--- src/rtl/slow_to_fast_capture.sv ---
// Receive-side capture of a bus launched on slow_clk rising edges, running only on fast_clk.
// slow_clk is sampled as data; each detected edge triggers a settle-then-capture sequence.
module slow_to_fast_capture #(
    parameter int S           = 12,
    parameter int SYNC_STAGES = 2,
    parameter int SETTLE_CYC  = 1
) (
    input  logic         fast_clk,
    input  logic         reset,
    input  logic         slow_clk,
    input  logic [S-1:0] async_data,
    output logic [S-1:0] sync_data,
    output logic         data_valid,
    output logic         overrun,
    output logic [7:0]   capture_count
);

    localparam int             CNT_W    = $clog2(SETTLE_CYC + 1);
    localparam logic [CNT_W-1:0] CNT_LOAD = CNT_W'(SETTLE_CYC);
    localparam logic [CNT_W-1:0] CNT_ONE  = CNT_W'(1);

    typedef enum logic {IDLE, SETTLE} state_t;

    state_t                 state, state_n;
    logic [SYNC_STAGES-1:0] slow_p;
    logic [SYNC_STAGES-1:0] vld_p;
    logic                   slow_sync, sync_vld, slow_prev, armed, rise;
    logic [CNT_W-1:0]       cnt, cnt_n;
    logic [S-1:0]           shadow, shadow_n, sync_data_n;
    logic                   data_valid_n, overrun_n;
    logic [7:0]             capture_count_n;

    // Synchronizer stage: vld_p marks when slow_sync holds a real sample rather than the reset zero
    always_ff @(posedge fast_clk) begin
        if (reset) begin
            slow_p    <= '0;
            vld_p     <= '0;
            slow_prev <= 1'b0;
            armed     <= 1'b0;
        end else begin
            slow_p    <= {slow_p[SYNC_STAGES-2:0], slow_clk};
            vld_p     <= {vld_p[SYNC_STAGES-2:0], 1'b1};
            slow_prev <= slow_sync;
            armed     <= armed | (sync_vld & ~slow_sync);
        end
    end

    assign slow_sync = slow_p[SYNC_STAGES-1];
    assign sync_vld  = vld_p[SYNC_STAGES-1];
    assign rise      = slow_sync & ~slow_prev & armed;

    always_comb begin
        state_n         = state;
        cnt_n           = cnt;
        shadow_n        = shadow;
        sync_data_n     = sync_data;
        data_valid_n    = 1'b0;
        overrun_n       = 1'b0;
        capture_count_n = capture_count;
        case (state)
            IDLE: begin
                if (rise) begin
                    state_n  = SETTLE;
                    cnt_n    = CNT_LOAD;
                    shadow_n = async_data;
                end
            end
            SETTLE: begin
                if (rise) begin
                    overrun_n = 1'b1;
                    cnt_n     = CNT_LOAD;
                    shadow_n  = async_data;
                end else if (async_data != shadow) begin
                    cnt_n    = CNT_LOAD;
                    shadow_n = async_data;
                end else if (cnt == CNT_ONE) begin
                    sync_data_n     = shadow;
                    data_valid_n    = 1'b1;
                    capture_count_n = capture_count + 8'd1;
                    state_n         = IDLE;
                end else begin
                    cnt_n = cnt - CNT_ONE;
                end
            end
            default: state_n = IDLE;
        endcase
    end

    // Capture stage
    always_ff @(posedge fast_clk) begin
        if (reset) begin
            state         <= IDLE;
            cnt           <= '0;
            shadow        <= '0;
            sync_data     <= '0;
            data_valid    <= 1'b0;
            overrun       <= 1'b0;
            capture_count <= 8'd0;
        end else begin
            state         <= state_n;
            cnt           <= cnt_n;
            shadow        <= shadow_n;
            sync_data     <= sync_data_n;
            data_valid    <= data_valid_n;
            overrun       <= overrun_n;
            capture_count <= capture_count_n;
        end
    end

endmodule

--- config.mk ---
export PLATFORM = sky130hd
export DESIGN_NAME = slow_to_fast_capture
export DESIGN_NICKNAME = d
export VERILOG_FILES = /design/src/rtl/slow_to_fast_capture.sv
export SDC_FILE = /design/constraint.sdc
export NUM_CORES = 1
export LEC_CHECK = 0
export CAP_MARGIN = 20
export CORE_AREA = 3 3 95 61
export CTS_BUF_LIST = sky130_fd_sc_hd__clkbuf_8
export DETAILED_ROUTE_END_ITERATION = 10
export DIE_AREA = 0 0 98 64
export GPL_TIMING_DRIVEN = 0
export SLEW_MARGIN = 30
export SYNTH_ARGS = -nofsm -noshare
export SYNTH_HDL_FRONTEND = slang
export SYNTH_SLANG_ARGS = --single-unit
--- constraint.sdc ---
create_clock -name fast_clk -period 5.3 [get_ports fast_clk]
set_clock_uncertainty 0.2 [all_clocks]
set_input_delay 0.795 -clock fast_clk [delete_from_list [all_inputs] [get_ports fast_clk]]
set_output_delay 0.795 -clock fast_clk [all_outputs]
set_load 0.01 [all_outputs]
==> results.txt, run 1 <==
Detailed-route via count - 1346
Depth of the worst register-to-register path - 6
Routed length per instance - 13.3 um
Layout net count - 239
Number of buffers inserted by hold repair at cts - 0
Post-synthesis instance area - 1730 sq um
Fill cells - 503
Net Sw Frac - 0.236
Total DRC errors in the routed layout - 0
Setup Total Neg Slack - 0 ns
Synth async-reset ratio - 0
Ratio of final minimum period to clock period - 0.563
Clock tree from TritonCTS - built
Antenna violation net count after detailed routing - 0
Growth of design area from synthesis to finish - 30.8%
Number of distinct library cells after synthesis - 27
Fraction of synthesized area in multiplexers - 0.157
Seq pwr share - 0.558
Maximum clock insertion buffer count - 2
Dominant combinational cell family by area after synthesis - simple AND/OR/NAND/NOR gates
Die Span Y - 64 um
Wire length reported by the detailed router - 3870 um
Worst IR drop on VDD - 112 uV
Maximum number of pins on one net before global-route repair - 13
Post-synthesis net count - 196
Share of power burned in combinational logic - 0.074
Routability Congestion - 0.735
Count of antenna diodes in the layout - 0
First-pass GRT wire length - 6300 um
Yosys warns - 0
Synthesized-area fraction occupied by xor and xnor cells - 0.0808
Critical path peak fanout - 10
Area of all placed cells without fillers - 2270 sq um
WS Path Type - in -> reg
Mean area per synthesized cell - 9.63 sq um
Boundary Pins - 37
Unrepaired setup endpoints after global routing - false
Switch Pwr - 137 uW
Clk pwr share - 0.368
Data arrival time of the worst path - 2.96 ns
Port Buf Inserts - 36
Starting DRC count in detailed routing - 44
Hpwl dp - 2890 um
Post-CTS setup buffers - 0
Total track usage - 0.131
Final-report max-slew violation count - 0
Final number of hold-violating endpoints - 0
Total CTS buffers - 5
Startpoint type of the worst setup path - input pin
Highest achievable clock rate - 335 MHz
Actual slew at the worst max-slew pin - 0.637 ns
Clock period minus final worst setup slack - 2.98 ns
Internal Power - 444 uW
Clock-pin slew of the registers on the worst-case setup and hold paths - 0.08 ns
CTS HTree Levels - 2
Number of instances in the synthesized netlist - 180
Path class of the lowest-slack min-delay path - reg -> reg
Number of cells traversed by the worst hold path - 1
Routed vias/inst - 4.64
Clock root buffer master - clkbuf_8
Slew HR - 0.572
Sum of overflow across all layers after global routing - 0
Critical Path Sink Type - flop
Chip Width - 98 um
Fraction of the mapped netlist area in simple logic gates - 0.218
Skew-Pair Late Insertion Delay - 0.30 ns
Core outline area - 4980 sq um
Leakage power of the design - 0.854 nW
Setup Viol. Count Final - 0
Initial antenna violation count - 0
Run status - finished clean
Cell row count - 20
Commonest register cell after synthesis - dfxtp_1
Die outline area - 6270 sq um
PostCTS Resize Cnt - 0
Sequential area share after synthesis - 0.485
Required time worst endpoint - 5.28 ns
Cell area power density - 256 nW/um^2
CTS Sinks - 42
Complex-gate fraction of the synthesized area - 0.0253
Flip-flop and latch count after synthesis - 42
Number of enable flip-flop cells after synthesis - 0
Starting utilization of the core area - 0.348
1st-pass router iterations - 4
Number of violations of the max-capacitance limit - 0
Ratio of cells with drive above 1 in the final layout - 0.0625
Via count of the first global-routing pass - 1256
Adder-cell share of the synthesized area - 0.00722
Post-Place Cell Area - 2180 sq um
[sequential cells by signal, summed over array words and instances, names as in the netlist]
register and count:
armed 1, capture_count 8, cnt 1, data_valid 1, overrun 1, shadow 12, slow_p 2, slow_prev 1
state 1, sync_data 12, vld_p 2
[worst max-delay path: stages]
cell	delay (ns)
clkdlybuf4s50_1	0.45
xnor2_1	0.26
nand4_1	0.28
nor4_4	0.66
buf_6	0.26
mux2i_1	0.20
nor2_1	0.05
[cell usage in the layout, fill, tap and decap left out, drive strengths merged, types with 4 or more instances in the layout]
cell type	n
xnor2	16
clkdlybuf4s50	36
nor2b	5
dfxtp	42
nand4	8
nor4	4
nand2	25
clkbuf	10
a21oi	4
nand3	5
mux2i	25
nor2	24
[routing by layer]
metal | global-route usage | wire length (um)
met1 | 0.196 | 2180
met2 | 0.161 | 1400
met3 | 0.0502 | 223
met4 | 0.0518 | 66
met5 | 0 | 0
[cell families after synthesis]
logic type / Yosys count
AND/OR/NAND/NOR: 77
flip-flops: 42
multiplexers: 27
XOR/XNOR: 16
buffers and inverters: 10
AO/OA/AOI/OAI: 7
adder cells (fa/ha/maj): 1
[power by group through the flow]
stage	Sequential, mW	Clock, mW	Combinational (mW)
after floorplan	0.330	0	0.0237
after global placement	0.331	0	0.0428
after detailed placement	0.331	0	0.0430
after CTS	0.324	0.220	0.0433
after global routing	0.325	0.237	0.0473
final	0.324	0.214	0.0430
[final timing paths]
path	slack, ns	endpoint	from
worst max-delay path	2.32	sync_data[2]$_SDFFE_PP0P_	async_data[11]
worst min-delay path	0.24	slow_p[1]$_SDFF_PP0_	slow_p[0]$_SDFF_PP0_
worst max register to register	2.91	sync_data[2]$_SDFFE_PP0P_	shadow[11]$_SDFFE_PP0P_
worst min register to register	0.24	slow_p[1]$_SDFF_PP0_	slow_p[0]$_SDFF_PP0_
[cells in the mapped netlist, types with 2 or more instances]
library cell,n,area share
nand2_1,25,0.054
a21oi_1,4,0.012
xnor2_1,16,0.081
nand4_1,7,0.025
nor2b_1,5,0.018
mux2i_1,25,0.14
and4_1,2,0.010
nand3_1,5,0.014
clkbuf_1,4,0.0087
mux2_2,2,0.013
inv_1,2,0.0043
nor4_1,3,0.011
nor3_1,2,0.0058
nor2_1,24,0.052
dfxtp_1,42,0.48
[final cells by class]
cell class,instances,area (sq um),area share
plain buffers,7,35.0,0.0154
clock buffers,6,82.6,0.0364
clock inverters,2,8.76,0.00386
inverters,3,11.3,0.00496
multi-input cells,128,847,0.373
flip-flops and latches,42,841,0.371
well taps,66,82.6,0.0364
repair buffers,36,360,0.159
[metrics by stage]
stage                     power (mW)  cells   util  hold slack [ns]  setup WS, ns
final                          0.581    290  0.456            0.241          2.32
after global placement         0.374    282  0.437            0.218          2.04
after floorplan                0.354    180      -            0.214          2.82
after detailed placement       0.374    282  0.437            0.226          1.97
after global routing           0.609    290  0.456            0.274          2.11
after CTS                      0.587    290  0.456            0.246          2.29
Note: power is estimated with default switching activity, not from simulation.
==> run 2: changes to the inputs <==
==> constraint.sdc (replaced) <==
create_clock -name fast_clk -period 3.11 [get_ports fast_clk]
set_clock_uncertainty 0.2 [all_clocks]
set_input_delay 0.4665 -clock fast_clk [delete_from_list [all_inputs] [get_ports fast_clk]]
set_output_delay 0.4665 -clock fast_clk [all_outputs]
set_load 0.01 [all_outputs]
==> results of run 2 <==
Same layout as run 1 (identical final DEF). Status: finished clean.
Main changes from that run: setup slack after placement 1.97 ns -> 0.108 ns; setup slack after layout 2.32 ns -> 0.455 ns; register-to-register setup slack 2.91 ns -> 0.72 ns; total power 0.581 mW -> 0.990 mW; worst IR drop on VDD 112 uV -> 191 uV
